==> config.mk <==
export PLATFORM = sky130hd
export DESIGN_NAME = ddr_app_wr_packer_flat
export DESIGN_NICKNAME = d
export VERILOG_FILES = /design/src/rtl/ddr_app_wr_packer_if.sv /design/src/rtl/ddr_app_wr_packer.sv /design/src/flat_wrapper.sv
export SDC_FILE = /design/constraint.sdc
export NUM_CORES = 2
export LEC_CHECK = 0
export CORE_MARGIN = 2
export CORE_UTILIZATION = 25
export CTS_CLUSTER_DIAMETER = 150
export DETAILED_ROUTE_END_ITERATION = 10
export DONT_BUFFER_PORTS = 1
export HOLD_SLACK_MARGIN = 0.02
export PLACE_DENSITY_LB_ADDON = 0.2
export SYNTH_ARGS = -nofsm -noshare
export SYNTH_HDL_FRONTEND = slang
export SYNTH_SLANG_ARGS = --single-unit
==> constraint.sdc <==
create_clock -name ui_clk -period 20 [get_ports ui_clk]
set_input_delay 2 -clock ui_clk [delete_from_list [all_inputs] [get_ports ui_clk]]
set_output_delay 2 -clock ui_clk [all_outputs]
set_load 0.02 [all_outputs]
==> src/rtl/ddr_app_wr_packer_if.sv <==
// MIG native app write interface: command channel plus write-data channel.
// master = packer side, slave = memory controller side.
interface ddr_app_wr_packer_if #(
    parameter int ADDR_W = 28
);
    logic              app_en;
    logic [2:0]        app_cmd;
    logic [ADDR_W-1:0] app_addr;
    logic              app_rdy;
    logic [511:0]      app_wdf_data;
    logic [63:0]       app_wdf_mask;
    logic              app_wdf_wren;
    logic              app_wdf_end;
    logic              app_wdf_rdy;

    modport master (
        output app_en, app_cmd, app_addr, app_wdf_data, app_wdf_mask,
               app_wdf_wren, app_wdf_end,
        input  app_rdy, app_wdf_rdy
    );

    modport slave (
        input  app_en, app_cmd, app_addr, app_wdf_data, app_wdf_mask,
               app_wdf_wren, app_wdf_end,
        output app_rdy, app_wdf_rdy
    );
endinterface

==> src/rtl/ddr_app_wr_packer.sv <==
// Packs 4 x 128-bit beats into 512-bit MIG words, buffers them and issues writes.
// Optional stall counters: define DDR_WR_PERF_CNT_EN.
module ddr_app_wr_packer #(
    parameter int ADDR_W     = 28,
    parameter int ADDR_STEP  = 8,
    parameter int FIFO_DEPTH = 4
) (
    input  logic                 ui_clk,
    input  logic                 rst_n,
    input  logic [127:0]         din,
    input  logic                 wr_en,
    input  logic                 flush,
    output logic                 din_full,
    input  logic                 c0_init_calib_complete,
    ddr_app_wr_packer_if.master  app,
    output logic [31:0]          words_written,
    output logic                 overflow
`ifdef DDR_WR_PERF_CNT_EN
    ,
    output logic [31:0]          stall_cmd_cycles,
    output logic [31:0]          stall_data_cycles
`endif
);
    localparam int PTR_W = $clog2(FIFO_DEPTH);

    typedef enum logic [1:0] {WAIT_CAL, IDLE, ISSUE} state_t;

    state_t            state;
    logic [1:0]        beat_cnt;
    logic [127:0]      slot_q [4];
    logic              flush_pend;
    logic [511:0]      fifo_data [FIFO_DEPTH];
    logic [63:0]       fifo_mask [FIFO_DEPTH];
    logic [PTR_W:0]    wr_ptr;
    logic [PTR_W:0]    rd_ptr;
    logic [PTR_W:0]    fifo_count;
    logic              fifo_full;
    logic              fifo_empty;
    logic              accept;
    logic              flush_req;
    logic [2:0]        fill_cnt;
    logic              push_full;
    logic              push;
    logic [511:0]      push_data;
    logic [63:0]       push_mask;
    logic [PTR_W-1:0]  head_idx;
    logic [PTR_W-1:0]  next_idx;
    logic              word_done;
    logic [ADDR_W-1:0] addr_q;
    logic [ADDR_W-1:0] addr_next;

    assign fifo_count = wr_ptr - rd_ptr;
    assign fifo_full  = (fifo_count == (PTR_W+1)'(FIFO_DEPTH));
    assign fifo_empty = (wr_ptr == rd_ptr);

    // A same-cycle pop is deliberately ignored so din_full depends only on state.
    assign din_full  = fifo_full & ((beat_cnt == 2'd3) | flush_pend);
    assign accept    = wr_en & ~din_full;
    assign flush_req = flush | flush_pend;
    assign fill_cnt  = {1'b0, beat_cnt} + {2'b00, accept};
    assign push_full = accept & (beat_cnt == 2'd3);
    assign push      = push_full | (flush_req & (fill_cnt != 3'd0) & ~fifo_full);

    // NOTE: every always_comb output gets a default first so no latch is inferred.
    always_comb begin
        push_data = '0;
        push_mask = '1;
        for (int i = 0; i < 4; i++) begin
            if (3'(i) < fill_cnt) begin
                push_data[i*128 +: 128] = (accept && beat_cnt == 2'(i)) ? din : slot_q[i];
                push_mask[i*16 +: 16]   = '0;
            end
        end
    end

    // NOTE: sequential state uses non-blocking assignments so all flops update together.
    always_ff @(posedge ui_clk or negedge rst_n) begin
        if (!rst_n) begin
            beat_cnt   <= '0;
            flush_pend <= 1'b0;
            overflow   <= 1'b0;
            wr_ptr     <= '0;
        end else begin
            if (wr_en && din_full)
                overflow <= 1'b1;
            if (push)
                beat_cnt <= '0;
            else if (accept)
                beat_cnt <= beat_cnt + 2'd1;
            // A flush that finds the FIFO full waits here until space opens.
            flush_pend <= flush_req & ~push & (fill_cnt != 3'd0);
            if (push)
                wr_ptr <= wr_ptr + (PTR_W+1)'(1);
        end
    end

    // NOTE: data storage carries no reset; pointers and beat_cnt define validity.
    always_ff @(posedge ui_clk) begin
        if (accept)
            slot_q[beat_cnt] <= din;
        if (push) begin
            fifo_data[wr_ptr[PTR_W-1:0]] <= push_data;
            fifo_mask[wr_ptr[PTR_W-1:0]] <= push_mask;
        end
    end

    assign head_idx  = rd_ptr[PTR_W-1:0];
    assign next_idx  = head_idx + PTR_W'(1);
    assign addr_next = addr_q + ADDR_W'(ADDR_STEP);
    assign word_done = (state == ISSUE)
                     & (~app.app_en | app.app_rdy)
                     & (~app.app_wdf_wren | app.app_wdf_rdy);

    assign app.app_cmd     = 3'b000;
    assign app.app_wdf_end = app.app_wdf_wren;

    always_ff @(posedge ui_clk or negedge rst_n) begin
        if (!rst_n) begin
            state            <= WAIT_CAL;
            app.app_en       <= 1'b0;
            app.app_wdf_wren <= 1'b0;
            app.app_addr     <= '0;
            app.app_wdf_data <= '0;
            app.app_wdf_mask <= '0;
            addr_q           <= '0;
            words_written    <= '0;
            rd_ptr           <= '0;
        end else begin
            case (state)
                WAIT_CAL: begin
                    if (c0_init_calib_complete)
                        state <= IDLE;
                end
                IDLE: begin
                    if (!c0_init_calib_complete) begin
                        state <= WAIT_CAL;
                    end else if (!fifo_empty) begin
                        app.app_en       <= 1'b1;
                        app.app_wdf_wren <= 1'b1;
                        app.app_addr     <= addr_q;
                        app.app_wdf_data <= fifo_data[head_idx];
                        app.app_wdf_mask <= fifo_mask[head_idx];
                        state            <= ISSUE;
                    end
                end
                ISSUE: begin
                    if (app.app_rdy)
                        app.app_en <= 1'b0;
                    if (app.app_wdf_rdy)
                        app.app_wdf_wren <= 1'b0;
                    if (word_done) begin
                        rd_ptr        <= rd_ptr + (PTR_W+1)'(1);
                        addr_q        <= addr_next;
                        words_written <= words_written + 32'd1;
                        // Later assignments override the drops above for back-to-back issue.
                        if (c0_init_calib_complete && fifo_count > (PTR_W+1)'(1)) begin
                            app.app_en       <= 1'b1;
                            app.app_wdf_wren <= 1'b1;
                            app.app_addr     <= addr_next;
                            app.app_wdf_data <= fifo_data[next_idx];
                            app.app_wdf_mask <= fifo_mask[next_idx];
                        end else begin
                            state <= c0_init_calib_complete ? IDLE : WAIT_CAL;
                        end
                    end
                end
                default: state <= WAIT_CAL;
            endcase
        end
    end

`ifdef DDR_WR_PERF_CNT_EN
    always_ff @(posedge ui_clk or negedge rst_n) begin
        if (!rst_n) begin
            stall_cmd_cycles  <= '0;
            stall_data_cycles <= '0;
        end else begin
            if (app.app_en && !app.app_rdy && !(&stall_cmd_cycles))
                stall_cmd_cycles <= stall_cmd_cycles + 32'd1;
            if (app.app_wdf_wren && !app.app_wdf_rdy && !(&stall_data_cycles))
                stall_data_cycles <= stall_data_cycles + 32'd1;
        end
    end
`endif

endmodule

==> src/flat_wrapper.sv <==
// flat-port wrapper written by rule: the top's interface ports become plain ports
module ddr_app_wr_packer_flat 
#(
    parameter int ADDR_W     = 28,
    parameter int ADDR_STEP  = 8,
    parameter int FIFO_DEPTH = 4
)
  (ui_clk, rst_n, din, wr_en, flush, din_full, c0_init_calib_complete, words_written, overflow, app_app_en, app_app_cmd, app_app_addr, app_app_wdf_data, app_app_wdf_mask, app_app_wdf_wren, app_app_wdf_end, app_app_rdy, app_app_wdf_rdy);
  ddr_app_wr_packer_if #(.ADDR_W(ADDR_W)) app_i ();
  input  logic ui_clk;
  input  logic rst_n;
  input  logic [127:0] din;
  input  logic wr_en;
  input  logic flush;
  output logic din_full;
  input  logic c0_init_calib_complete;
  output logic [31:0] words_written;
  output logic overflow;
  output wire logic [$bits(app_i.app_en)-1:0] app_app_en;
  output wire logic [$bits(app_i.app_cmd)-1:0] app_app_cmd;
  output wire logic [$bits(app_i.app_addr)-1:0] app_app_addr;
  output wire logic [$bits(app_i.app_wdf_data)-1:0] app_app_wdf_data;
  output wire logic [$bits(app_i.app_wdf_mask)-1:0] app_app_wdf_mask;
  output wire logic [$bits(app_i.app_wdf_wren)-1:0] app_app_wdf_wren;
  output wire logic [$bits(app_i.app_wdf_end)-1:0] app_app_wdf_end;
  input wire logic [$bits(app_i.app_rdy)-1:0] app_app_rdy;
  input wire logic [$bits(app_i.app_wdf_rdy)-1:0] app_app_wdf_rdy;
  assign app_app_en = app_i.app_en;
  assign app_app_cmd = app_i.app_cmd;
  assign app_app_addr = app_i.app_addr;
  assign app_app_wdf_data = app_i.app_wdf_data;
  assign app_app_wdf_mask = app_i.app_wdf_mask;
  assign app_app_wdf_wren = app_i.app_wdf_wren;
  assign app_app_wdf_end = app_i.app_wdf_end;
  assign app_i.app_rdy = app_app_rdy;
  assign app_i.app_wdf_rdy = app_app_wdf_rdy;
  ddr_app_wr_packer #(.ADDR_W(ADDR_W), .ADDR_STEP(ADDR_STEP), .FIFO_DEPTH(FIFO_DEPTH)) u_core (.ui_clk(ui_clk), .rst_n(rst_n), .din(din), .wr_en(wr_en), .flush(flush), .din_full(din_full), .c0_init_calib_complete(c0_init_calib_complete), .app(app_i), .words_written(words_written), .overflow(overflow));
endmodule
==> key figures <==
Run status
  • Status: completed

Clocking
  • CTS tree: yes
  • Clock transition at path regs: 0.06 ns
  • Post-CTS setup buffers: 0
  • CTS buffer count: 368
  • Root Buffer: clkbuf_16
  • Number of clock sinks: 3,188
  • Worst skew pair latency: 1.00 ns
  • H-tree levels: 5
  • Cts hold-fix bufs: 0
  • Post-cts sizing count: 0
  • Clock Tree Buf Depth: 4

Yosys
  • Synth cell types: 49
  • Top FF cell, synth: edfxtp_1
  • Async SR Flop Fraction: 19.2%
  • Sequential fraction of the synthesis area: 67.6%
  • Synth warn: 0
  • Largest area contributor in the netlist: edfxtp_1
  • Cells after Synth: 8,900
  • Syn Std Cell Area: 137,000 um2
  • Yosys reg bits: 3,188
  • Synth area leaders: edfxtp_1 (56%), mux4_2 (17%), dfrtp_1 (11%)
  • Synthesized area per cell: 15.4 um2
  • Post-synth top area share: 56.4%
  • Post-synth EDFFs: 2,576

Place
  • Port Buffers: 0
  • HPWL after detailed placement: 251 mm
  • Routability cong.: 0.721
  • Pre-CTS WS: 11.62 ns

Floorplan
  • Die H: 745 um
  • Die area: 554,000 um2
  • Row count: 271
  • Die width: 745 um
  • I/O pin count: 779
  • CORE AREA: 546,000 um2
  • Initial Utilization: 25.1%

Worst setup path
  • R2R Setup Slk: 12.01 ns
  • Worst Path Arrival: 8.58 ns
  • R2r startpoint: u_core.rd_ptr[0]
  • Worst r2r dst: u_core.fifo_data[3][435]
  • Worst EP required: 20.59 ns
  • Startpoint types: flop
  • Worst Setup Path Type: reg -> reg
  • CP max FO: 53
  • Reg2reg path depth: 14
  • CP Capture Type: flop

Timing
  • Final worst slack: 12.01 ns
  • Setup TNS: 0 ns
  • Slew Viols, Final: 0
  • Tightest Pin Transition: 1.38 ns
  • WHS: 0.484 ns
  • Fin Clk Skew: 0.0672 ns
  • Fmax: 125 MHz
  • Crit path time final: 7.99 ns
  • Final setup viols: 0
  • Tcrit/Tclk final: 40.0%
  • Hold Violations, Final: 0
  • Slew HR: 8.24%
  • Unrepaired setup endpoints after global routing: false

Job
  • Max_cap viols: 0

Cells and area
  • Syn-to-layout area delta: 14.1%
  • Share of cells above drive strength 1: 19.5%
  • Layout filler cell count: 54,135
  • Final Util: 28.7%
  • Fin nets: 8,876

Global route
  • Total Routing Usage GR: 15.3%
  • First-pass GRT wire length: 618 mm
  • Largest net degree at the start of global routing: 180
  • Vias in the first global route: 80,699
  • Total gr overflow: 0
  • Initial antenna violation count: 17

Hold path
  • Hold path cells: 1
  • Worst hold path class: reg -> reg
  • Hold-critical path endpoint: u_core.addr_q[27]
  • Hold path startpoint: u_core.addr_q[27]

Route
  • Drt pass-1 iters: 6
  • Final WL: 436 mm
  • DR vias: 78,206
  • Final ANT Viol Nets: 0
  • Drt initial violations: 6,138
  • Drt wl/cell: 26.8 um
  • DR DRC count: 0
  • Vias/cell: 4.80

Power
  • VDD IR max: 158 uV
  • Total Power: 27.7 mW
  • Pleak: 52.0 nW
  • PwrDens: 177 nW/um2
[routing by layer]
metal	up-vias	global-route usage, %	wire length, um	share of wire (%)
met5	-	0	0	0
met4	0	3.71	10600	2.4
met3	554	4.07	32000	7.3
met2	2037	26.0	212000	49
met1	42029	19.4	181000	42
li1	33586	-	-	-
[placed cells by master (no fill, tap or decap), types with 4 or more instances in the layout]
cell,n
edfxtp_1,2576
nand2_1,2107
mux4_2,1032
dfrtp_1,606
nor2_1,568
a21oi_1,537
a31oi_1,519
clkbuf_16,371
buf_4,140
clkbuf_1,116
clkinv_2,66
xnor2_1,49
clkinv_1,41
clkbuf_8,39
xor2_1,35
nand3_1,25
bufinv_16,21
buf_12,17
inv_1,14
nand4_1,14
ha_1,14
clkinv_16,14
nor3_1,11
inv_8,7
nor4_1,7
and4_1,7
conb_1,6
inv_16,6
dfrtp_4,6
diode_2,5
nor3_2,5
o21ai_0,5
clkinvlp_4,5
and2_4,4
[synth_stat cells, types with 6 or more instances]
| master | instances |
|---|---|
| edfxtp_1 | 2576 |
| nand2_1 | 2110 |
| mux4_2 | 1032 |
| dfrtp_1 | 612 |
| nor2_1 | 569 |
| a21oi_1 | 537 |
| a31oi_1 | 519 |
| buf_2 | 321 |
| clkbuf_1 | 266 |
| buf_4 | 83 |
| xnor2_1 | 49 |
| buf_1 | 39 |
| xor2_1 | 35 |
| nand3_1 | 26 |
| ha_1 | 16 |
| inv_1 | 16 |
| nand4_1 | 14 |
| nor3_1 | 11 |
| and4_1 | 7 |
| nor4_1 | 7 |
| and2_1 | 6 |
[sequential cells by signal, indices dropped and copies added, names as in the netlist, 3 cells and up]
name                     cells
u_core.wr_ptr                3
u_core.addr_q               25
u_core.fifo_mask            16
u_core.words_written        32
u_core.fifo_data          2048
u_core.rd_ptr                3
u_core.app.app_wdf_data    512
u_core.app.app_addr         25
u_core.slot_q              512
u_core.app.app_wdf_mask      4
[logic make-up after synthesis]
| family | share of synthesized area (%) |
|---|---|
| compound gates | 4.43 |
| fa+ha+maj | 0.161 |
| flops | 67.6 |
| mux | 17.0 |
| simple gates | 7.78 |
| buf+inv | 2.52 |
| other cells | 0.00274 |
| xor+xnor | 0.555 |
[power breakdown]
part           switching, mW  total, mW  internal (mW)
Sequential              2.37       12.1           9.69
Combinational           5.32       8.97           3.65
Clock                   2.84       6.71           3.87
[worst max-delay path, stage by stage, from the launching register on]
cell      delay, ns
dfrtp_4        0.84
ha_1           0.31
fa_1           0.49
o211a_1        0.18
a21oi_4        0.33
ha_1           0.26
inv_1          0.08
ha_4           0.27
o32ai_1        0.12
a21boi_1       0.54
and2_4         0.96
buf_4          0.86
buf_4          0.75
buf_4          0.75
buf_4          0.68
[layout make-up]
type	count	area (um2)	share of cell area, %
tap	7234	9050	5.78
antenna	5	12.5	0.00800
sequential	3188	92700	59.2
multi-input combinational	4987	41100	26.3
timing repair buffer	160	1470	0.942
clock buffer	526	10300	6.55
inverter	19	109	0.0696
clock inverter	162	1780	1.14
[per-stage QoR]
stage                     instance area (um2)  instances
after CTS                              156000      16276
after global routing                   156000      16277
after global placement                 144000      15588
after detailed placement               144000      15588
final                                  156000      16281
after floorplan                        137000       8905
[how the worst max path moves through the flow]
stage                     slack (ns)              from                        to
final                          12.01  u_core.rd_ptr[0]  u_core.fifo_data[3][435]
after global routing           11.46  u_core.rd_ptr[0]  u_core.fifo_data[3][435]
after CTS                      11.78  u_core.rd_ptr[0]  u_core.fifo_data[3][442]
after detailed placement       11.62             wr_en  u_core.fifo_data[3][435]
after global placement         11.67             wr_en  u_core.fifo_data[3][435]
after floorplan                 4.14             wr_en    u_core.fifo_data[3][0]
Note: power is estimated with default switching activity, not from simulation.
